File: src/rtl/vga_sync_decoder.sv
// vga_sync_decoder: recovers column, row and display enable from an external
// h/v sync pair, measures line/frame timing and declares lock after good frames.
// Ports: pixel_clk, reset (sync, active high), h_sync_in, v_sync_in (inputs);
//        disp_ena, column, row, locked, h_meas, v_meas, err_count (outputs).
module vga_sync_decoder #(
   parameter int   h_pixels    = 640,
   parameter int   h_fp        = 16,
   parameter int   h_pulse     = 96,
   parameter int   h_bp        = 48,
   parameter logic h_pol       = 1'b0,
   parameter int   v_pixels    = 480,
   parameter int   v_fp        = 10,
   parameter int   v_pulse     = 2,
   parameter int   v_bp        = 33,
   parameter logic v_pol       = 1'b0,
   parameter int   pulse_tol   = 1,
   parameter int   lock_frames = 2
) (
   input  logic                                             pixel_clk,
   input  logic                                             reset,
   input  logic                                             h_sync_in,
   input  logic                                             v_sync_in,
   output logic                                             disp_ena,
   output logic [$clog2(h_pixels)-1:0]                      column,
   output logic [$clog2(v_pixels)-1:0]                      row,
   output logic                                             locked,
   output logic [$clog2(h_pulse+h_bp+h_pixels+h_fp):0]      h_meas,
   output logic [$clog2(v_pulse+v_bp+v_pixels+v_fp):0]      v_meas,
   output logic [7:0]                                       err_count
);

   localparam int h_period = h_pulse + h_bp + h_pixels + h_fp;
   localparam int v_period = v_pulse + v_bp + v_pixels + v_fp;
   localparam int cw       = $clog2(h_pixels);
   localparam int rw       = $clog2(v_pixels);
   localparam int hmw      = $clog2(h_period) + 1;
   localparam int vmw      = $clog2(v_period) + 1;
   localparam int h_pw_min = h_pulse - pulse_tol;
   localparam int h_pw_max = h_pulse + pulse_tol;
   localparam int v_pw_min = v_pulse - pulse_tol;
   localparam int v_pw_max = v_pulse + pulse_tol;

   typedef enum logic [1:0] {SEARCH, VERIFY, LOCKED} state_t;

   state_t         state;
   logic [7:0]     good;
   logic           frame_bad;

   logic           h_prev;
   logic           v_prev;
   logic           h_act;
   logic           v_act;
   logic           h_lead;
   logic           h_trail;
   logic           v_lead;
   logic           v_trail;

   logic [hmw-1:0] h_cnt;
   logic [vmw-1:0] v_cnt;
   logic           h_wrap;
   logic           h_vis;
   logic           v_vis;

   logic [hmw-1:0] h_pcnt;
   logic [hmw-1:0] h_pmeas;
   logic [hmw-1:0] h_wcnt;
   logic [vmw-1:0] v_lcnt;
   logic [vmw-1:0] v_lmeas;
   logic [vmw-1:0] v_wcnt;
   logic           h_seen;
   logic           v_seen;

   logic           h_per_bad;
   logic           h_pw_bad;
   logic           v_per_bad;
   logic           v_pw_bad;
   logic           timeout;
   logic           mis;
   logic           to_search;
   logic           lock_nx;

   // Edge detection against the registered previous sample
   assign h_act   = (h_sync_in == h_pol);
   assign v_act   = (v_sync_in == v_pol);
   assign h_lead  = h_act && (h_prev != h_pol);
   assign h_trail = !h_act && (h_prev == h_pol);
   assign v_lead  = v_act && (v_prev != v_pol);
   assign v_trail = !v_act && (v_prev == v_pol);

   assign h_wrap = !h_lead && (h_cnt == hmw'(h_period - 1));
   assign h_vis  = (h_cnt < hmw'(h_pixels));
   assign v_vis  = (v_cnt < vmw'(v_pixels));

   // Period samples include the edge cycle itself; both saturate
   assign h_pmeas = (h_pcnt == '1) ? h_pcnt : h_pcnt + 1'b1;
   assign v_lmeas = (h_lead && v_lcnt != '1) ? v_lcnt + 1'b1 : v_lcnt;

   assign h_per_bad = h_lead && h_seen && (h_pmeas != hmw'(h_period));
   assign v_per_bad = v_lead && v_seen && (v_lmeas != vmw'(v_period));
   assign h_pw_bad  = h_trail &&
                      ((int'(h_wcnt) < h_pw_min) || (int'(h_wcnt) > h_pw_max));
   assign v_pw_bad  = v_trail &&
                      ((int'(v_wcnt) < v_pw_min) || (int'(v_wcnt) > v_pw_max));
   // Fires once, on the first clock of the 2*h_period-th edgeless cycle
   assign timeout   = !h_lead && (h_pcnt == hmw'(2 * h_period - 1));
   assign mis       = h_per_bad || h_pw_bad || v_per_bad || v_pw_bad || timeout;

   assign to_search = (state == LOCKED) ? mis :
                      (state == VERIFY) &&
                      (timeout || (v_lead && (frame_bad || mis)));

   assign lock_nx   = (state == LOCKED) ? !mis :
                      (state == VERIFY) && v_lead && !frame_bad && !mis &&
                      (good == 8'(lock_frames - 1));

   // Recovered raster position
   always_ff @(posedge pixel_clk) begin
      if (reset) begin
         h_cnt <= '0;
         v_cnt <= '0;
      end else begin
         if (h_lead)
            h_cnt <= hmw'(h_pixels + h_fp + 1);
         else if (h_wrap)
            h_cnt <= '0;
         else
            h_cnt <= h_cnt + 1'b1;

         if (v_lead)
            v_cnt <= vmw'(v_pixels + v_fp);
         else if (h_wrap)
            v_cnt <= (v_cnt == vmw'(v_period - 1)) ? '0 : v_cnt + 1'b1;
      end
   end

   // Timing measurement
   always_ff @(posedge pixel_clk) begin
      if (reset) begin
         h_prev <= ~h_pol;
         v_prev <= ~v_pol;
         h_pcnt <= '0;
         h_wcnt <= '0;
         v_lcnt <= '0;
         v_wcnt <= '0;
         h_meas <= '0;
         v_meas <= '0;
         h_seen <= 1'b0;
         v_seen <= 1'b0;
      end else begin
         h_prev <= h_sync_in;
         v_prev <= v_sync_in;

         if (h_lead)
            h_pcnt <= '0;
         else if (h_pcnt != '1)
            h_pcnt <= h_pcnt + 1'b1;

         if (h_lead)
            h_wcnt <= hmw'(1);
         else if (h_act && h_wcnt != '1)
            h_wcnt <= h_wcnt + 1'b1;

         if (v_lead)
            v_lcnt <= '0;
         else
            v_lcnt <= v_lmeas;

         if (v_lead)
            v_wcnt <= vmw'(h_lead);
         else if (v_act && h_lead && v_wcnt != '1)
            v_wcnt <= v_wcnt + 1'b1;

         if (h_lead && h_seen)
            h_meas <= h_pmeas;
         if (v_lead && v_seen)
            v_meas <= v_lmeas;

         // The first edge after (re)entering SEARCH only arms measurement
         if (to_search) begin
            h_seen <= 1'b0;
            v_seen <= 1'b0;
         end else begin
            if (h_lead)
               h_seen <= 1'b1;
            if (v_lead)
               v_seen <= 1'b1;
         end
      end
   end

   // Lock FSM
   always_ff @(posedge pixel_clk) begin
      if (reset) begin
         state     <= SEARCH;
         good      <= '0;
         frame_bad <= 1'b0;
         locked    <= 1'b0;
         err_count <= '0;
      end else begin
         unique case (state)
            SEARCH: begin
               if (v_lead) begin
                  state     <= VERIFY;
                  good      <= '0;
                  frame_bad <= 1'b0;
               end
            end
            VERIFY: begin
               if (timeout) begin
                  state <= SEARCH;
               end else if (v_lead) begin
                  frame_bad <= 1'b0;
                  if (frame_bad || mis) begin
                     state <= SEARCH;
                  end else begin
                     good <= good + 1'b1;
                     if (good == 8'(lock_frames - 1))
                        state <= LOCKED;
                  end
               end else if (mis) begin
                  frame_bad <= 1'b1;
               end
            end
            LOCKED: begin
               if (mis) begin
                  state <= SEARCH;
                  if (err_count != 8'hFF)
                     err_count <= err_count + 1'b1;
               end
            end
            default: state <= SEARCH;
         endcase
         locked <= lock_nx;
      end
   end

   // Registered raster outputs
   always_ff @(posedge pixel_clk) begin
      if (reset) begin
         column   <= '0;
         row      <= '0;
         disp_ena <= 1'b0;
      end else begin
         if (h_vis)
            column <= h_cnt[cw-1:0];
         if (v_vis)
            row <= v_cnt[rw-1:0];
         disp_ena <= lock_nx && h_vis && v_vis;
      end
   end

endmodule

File: config.mk
export PLATFORM = sky130hd
export DESIGN_NAME = vga_sync_decoder
export DESIGN_NICKNAME = d
export VERILOG_FILES = /design/src/rtl/vga_sync_decoder.sv
export SDC_FILE = /design/constraint.sdc
export NUM_CORES = 1
export LEC_CHECK = 0
export BUFFER_PORTS_ARGS = -buffer_cell sky130_fd_sc_hd__buf_2
export CORE_AREA = 2 2 121 123
export DETAILED_ROUTE_END_ITERATION = 6
export DIE_AREA = 0 0 123 125
export SETUP_SLACK_MARGIN = 0.15
export SLEW_MARGIN = 40
export SYNTH_ARGS = -nofsm -noshare
export SYNTH_HDL_FRONTEND = slang
export SYNTH_SLANG_ARGS = --single-unit
File: constraint.sdc
create_clock -name pixel_clk -period 3.3 [get_ports pixel_clk]
set_input_delay 0.66 -clock pixel_clk [delete_from_list [all_inputs] [get_ports pixel_clk]]
set_output_delay 0.66 -clock pixel_clk [all_outputs]
set_load 0.02 [all_outputs]
# Word level (Yosys, flattened, before mapping)
# Cells that the tools add are included.
dict set report op_classes {
  add_sub_neg 8
  order_cmp 6
  eq_ne 22
  mux 30
  bitwise_logic 4
  n_reduce_logical 48
}
# operator count
set ops {}
lappend ops {{11-bit by 1-bit adder with 11-bit output, second input constant} 6}
lappend ops {{11-bit inequality test, second input constant} 4}
lappend ops {{11-bit two-way mux} 3}
lappend ops {{8-bit two-way mux} 4}
lappend ops {{1-bit logical AND} 24}
lappend ops {{11-bit by 10-bit equality test with 1-bit output, second input constant} 2}
lappend ops {{11-bit equality test, second input constant} 2}
lappend ops {{11-bit by 10-bit inequality test with 1-bit output, second input constant} 2}
lappend ops {{10-bit two-way mux} 2}
lappend ops {{9-bit two-way mux} 2}
lappend ops {{8-bit by 1-bit adder with 8-bit output, second input constant} 2}
lappend ops {{8-bit one-hot mux with 2 select lines} 1}
lappend ops {{2-bit two-way mux} 6}
lappend ops {{11-bit by 2-bit greater-than comparator with 1-bit output, second input constant} 1}
lappend ops {{11-bit by 7-bit greater-than comparator with 1-bit output, second input constant} 1}
lappend ops {{11-bit by 1-bit less-than comparator with 1-bit output, second input constant} 1}
lappend ops {{11-bit by 10-bit less-than comparator with 1-bit output, second input constant} 1}
lappend ops {{11-bit by 7-bit less-than comparator with 1-bit output, second input constant} 1}
lappend ops {{11-bit by 9-bit less-than comparator with 1-bit output, second input constant} 1}
lappend ops {{1-bit two-way mux} 10}
lappend ops {{2-bit inequality test, second input constant} 5}
lappend ops {{8-bit by 1-bit equality test with 1-bit output, second input constant} 1}
lappend ops {{1-bit logical OR} 8}
lappend ops {{8-bit inequality test, second input constant} 1}
lappend ops {{other kinds (15)} 27}
dict set report word_totals {
  register_bits 132
  inputBits 4
  output_inout_bits 51
  wordCells 142
}

# Logic depth before layout (Yosys ltp)
dict set report depth {
  word_depth 15
  mapped_depth 11
  ltp_nobuf 9
}

# Worst setup path after synthesis
# OpenSTA, ideal clock, no wires.
dict set report synth_timing {
  kind {input -> register}
  from {input port h_sync_in}
  to {register good[0]}
  setup_time_ps 70
  arrival_time_ps 2665
  required_ps 3230
  slack_ps 564
  cell_stages 8
  path_buffers 1
  cell_sequence {nand2b_1 > buf_2 > nor3_1 > nand4_1 > a2111o_1 > a2111oi_4 > mux2_1 > a21oi_1}
}
dict set report synth_via {
  elab_chain_len 12
  elab_cells_between_ends 20
  classes_between {eq/ne: 3; mux: 1; bitwise: 1; reduce/logical: 15}
}
# item line_no
set synth_lines {}
lappend synth_lines {{start: declaration} 21} ;# input logic h_sync_in,
lappend synth_lines {{1-bit inverter} 83} ;# assign h_act = (h_sync_in == h_pol);
lappend synth_lines {{1-bit logical AND} 85} ;# assign h_lead = h_act && (h_prev != h_pol);
lappend synth_lines {{1-bit logical AND} 96} ;# assign v_lmeas = (h_lead && v_lcnt != '1) ? v_lcnt + 1'b1 : v_lcnt;
lappend synth_lines {{11-bit two-way mux} 96}
lappend synth_lines {{11-bit by 10-bit inequality test with 1-bit output} 99} ;# assign v_per_bad = v_lead && v_seen && (v_lmeas != vmw'(v_period));
lappend synth_lines {{1-bit logical AND} 99}
lappend synth_lines {{1-bit logical OR (3 in a row)} 106} ;# assign mis = h_per_bad || h_pw_bad || v_per_bad || v_pw_bad || timeout;
lappend synth_lines {{1-bit logical OR} 213} ;# if (frame_bad || mis) begin
lappend synth_lines {{2-bit inequality test (no source line)} n/a}
lappend synth_lines {{5-bit AND reduction (no source line) (*)} n/a}
lappend synth_lines {{end signal: assignment} 216} ;# good <= good + 1'b1;
lappend synth_lines {{end: declaration} 46} ;# logic [7:0] good;
# Mark *: on every way between the ends. The rest lies on a longest branch, timed or not.
# A chain may end at the register's enable or synchronous reset.

# Final worst setup path
dict set report layout_timing {
  from {register h_pcnt[1]}
  to {register err_count[0]}
}
dict set report layout_via {
  elab_chain_len 9
  elab_cells_between_ends 12
  classes_between {add/sub: 1; eq/ne: 3; mux: 1; reduce/logical: 7}
}
# item line_no
set layout_lines {}
lappend layout_lines {{start: declaration} 64} ;# logic [hmw-1:0] h_pcnt;
lappend layout_lines {{start signal: assignment} 156} ;# h_pcnt <= h_pcnt + 1'b1;
lappend layout_lines {{11-bit by 1-bit adder with 11-bit output / 11-bit equality test (equally long branches)} 95} ;# assign h_pmeas = (h_pcnt == '1) ? h_pcnt : h_pcnt + 1'b1;
lappend layout_lines {{11-bit two-way mux} 95}
lappend layout_lines {{11-bit by 10-bit inequality test with 1-bit output} 98} ;# assign h_per_bad = h_lead && h_seen && (h_pmeas != hmw'(h_period));
lappend layout_lines {{1-bit logical AND} 98}
lappend layout_lines {{1-bit logical OR (3 in a row)} 106}
lappend layout_lines {{1-bit logical OR (*)} 106}
lappend layout_lines {{3-bit AND reduction (no source line) (*)} n/a}
lappend layout_lines {{end signal: assignment} 228} ;# err_count <= err_count + 1'b1;
lappend layout_lines {{end: declaration} 29} ;# output logic [7:0] err_count
# Marked as above.

==> results_dict.tcl <==
set metrics [dict create \
    top_level_ports 55 \
    clk_pin_slew_ps 60 \
    power_density_nw_per_um2 542 \
    rr_worst_depth 9 \
    port_buffers 54 \
    finalWirelength_um 14200 \
    coreArea_um2 14200 \
    cts_buffers 17 \
    critical_path.cell_chain "ha_1 > and4_1 > a21bo_1 > a22o_1 > o31a_1 > a211oi_2 > buf_4 > or3_1 > a21oi_1" \
    grt_pass1_vias 5031 \
    maxCapViolCount 0 \
    hold_class "reg2reg" \
    fmax_mhz 335 \
    startpoint_type "register" \
    skew_ps 7.35 \
    clk_path_buf_depth 2 \
    overflow 0 \
    cp_max_fo 14 \
    crit_arrival_ps 3250 \
    dieArea_um2 15400 \
    track_usage_pct 19.1 \
    vias 5352 \
    clock_sinks 132 \
    setup_viol 0 \
    slew_violations 0 \
    yosysUniqueCellTypes 73 \
    synth_enable_flop_cells 0 \
    viasPerCell 5.48 \
    syn_area_um2 6230 \
    grt_pass1_wl_um 23600 \
    layout_commonest_cell "dfxtp_1" \
    min_period_ps 2980 \
    drive_above_1_share_pct 15.8 \
    synth_cells 725 \
    die-height_um 125 \
    fin_nets 795 \
    slowest_stage "dfxtp_1" \
    critPathCaptureType "register" \
    power_leakage_nw 2.93 \
    cts_resized 0 \
    diodes 0 \
    postSynthAreaPerCell_um2 8.59 \
    cts_setup_buffers 0 \
    hold_viol 0 \
    start_util_pct 43.9 \
    dr.pass1.iters 5 \
    peakVddDrop_mv 0.378 \
    cts_tree "yes" \
    most-common-layout-cells "dfxtp_1 (132), nor2_1 (116), buf_2 (54)" \
    netlist.area_leader.share_pct 42.4 \
    clockRootBuffer "clkbuf_16" \
    synth_top_area_cell "dfxtp_1" \
    totalNegativeSetupSlack_ps 0 \
    die_w_um 123 \
    synth_fp_nets 740 \
    holdBufCountCts 0 \
    crit_required_ps 3570 \
    rsz0062_at_grt "no" \
    ys_ff_latch 132 \
    htreeDepth 4 \
    status "complete, no violations" \
    worstHoldPathCells 2 \
    drc 0 \
    ant_nets 0 \
    worst-setup-path-type "reg2reg" \
    areaGrowthSynthToFinish_pct 17.6 \
    relSlewSlack_pct 50.9 \
    clock_latency_ps 420 \
    row_count 44 \
    worst-slew-pin-transition_ps 735 \
    finalPower_mw 3.97 \
    period_share_pct 90.4 \
    max_stage_delay_ps 430 \
    seq_area_frac_synth_pct 42.4 \
    synthTopCellsByArea "dfxtp_1 (42%), nor2_1 (7.0%), xor2_1 (3.9%)" \
    async_flop_share_pct 0 \
    antenna_found_initial 0 \
    grt_max_degree 62 \
    fill_cells 1323 \
    first_iter_violations 313 \
    dp_hpwl_um 9980 \
    yosysWarnings 0 \
    synth_ff_type "dfxtp_1" \
    wire_per_inst_um 14.6 \
    gp_congestion 0.922 \
]
[critical path, delay by kind of cell, from the launching register on]
kind / cells / cell delay [ps]
adder cells (fa/ha/maj): 1 / 320
flip-flops: 1 / 430
AND/OR/NAND/NOR: 2 / 460
buffers and inverters: 1 / 270
AO/OA/AOI/OAI: 5 / 1350
[logic make-up after synthesis]
family	synth area share, %
and+or+nand+nor	26.5
AOI/OAI and AO/OA	16.6
DFF	42.4
buffers and inverters	3.67
xor gates and xnor gates	5.62
muxes	2.91
adders and majority gates	2.21
[metal layers]
layer / wire length [µm] / share of wire [%] / track usage, %
met2: 6580 / 46 / 29.5
met5: 0 / 0 / 0
met1: 6730 / 47 / 25.1
met3: 618 / 4.3 / 4.15
met4: 292 / 2.1 / 9.63
[where the power goes]
| part | switching (mW) | internal (mW) | total [mW] |
|---|---|---|---|
| clock | 0.669 | 1.37 | 2.04 |
| sequential | 0.0419 | 1.63 | 1.68 |
| combinational | 0.158 | 0.0934 | 0.251 |
[Yosys cell counts, types with 13 or more instances]
cell type,n
nor3_1,15
and2_1,13
and3_1,18
o21ai_0,24
xor2_1,28
nand3_1,34
dfxtp_1,132
nand2_1,49
nor2_1,116
a211oi_1,16
a21oi_1,36
mux2i_1,17
nand4_1,15
inv_1,17
clkbuf_1,24
[registers in the layout, summed over array words and instances (netlist names), 2 cells and up]
register   cells
v_wcnt        11
v_meas        11
row            9
h_wcnt        11
err_count      8
h_meas        11
state          2
h_cnt         11
column        10
h_pcnt        11
good           8
v_lcnt        11
v_cnt         11
[area by class of cell]
cell class,count,area [µm²],share of cell area (%)
Sequential cell,132,2640,36.1
Inverter,17,63.8,0.871
Clock buffer,22,464,6.33
Timing Repair Buffer,69,383,5.22
Tap cell,184,230,3.14
Clock inverter,9,176,2.41
Multi-Input combinational cell,543,3370,46.0
[through the flow]
stage	hold WS (ps)	utilization (%)	instance area, µm²	worst slack, ps	cells
final	462	51.6	7330	316	976
after global routing	489	51.6	7330	167	976
after CTS	472	51.5	7320	357	976
after detailed placement	463	47.0	6680	220	945
after global placement	447	47.0	6680	286	945
after floorplan	456	-	6230	564	725
[final timing paths]
| kind | from | endpoint | slack (ps) |
|---|---|---|---|
| worst max-delay path | h_pcnt[1] | err_count[0] | 320 |
| worst min-delay path | h_meas[4] | h_meas[4] | 460 |
| worst max register to register | h_pcnt[1] | err_count[0] | 320 |
| worst min register to register | h_meas[4] | h_meas[4] | 460 |
No activity file was read; power rests on OpenSTA's default activity.
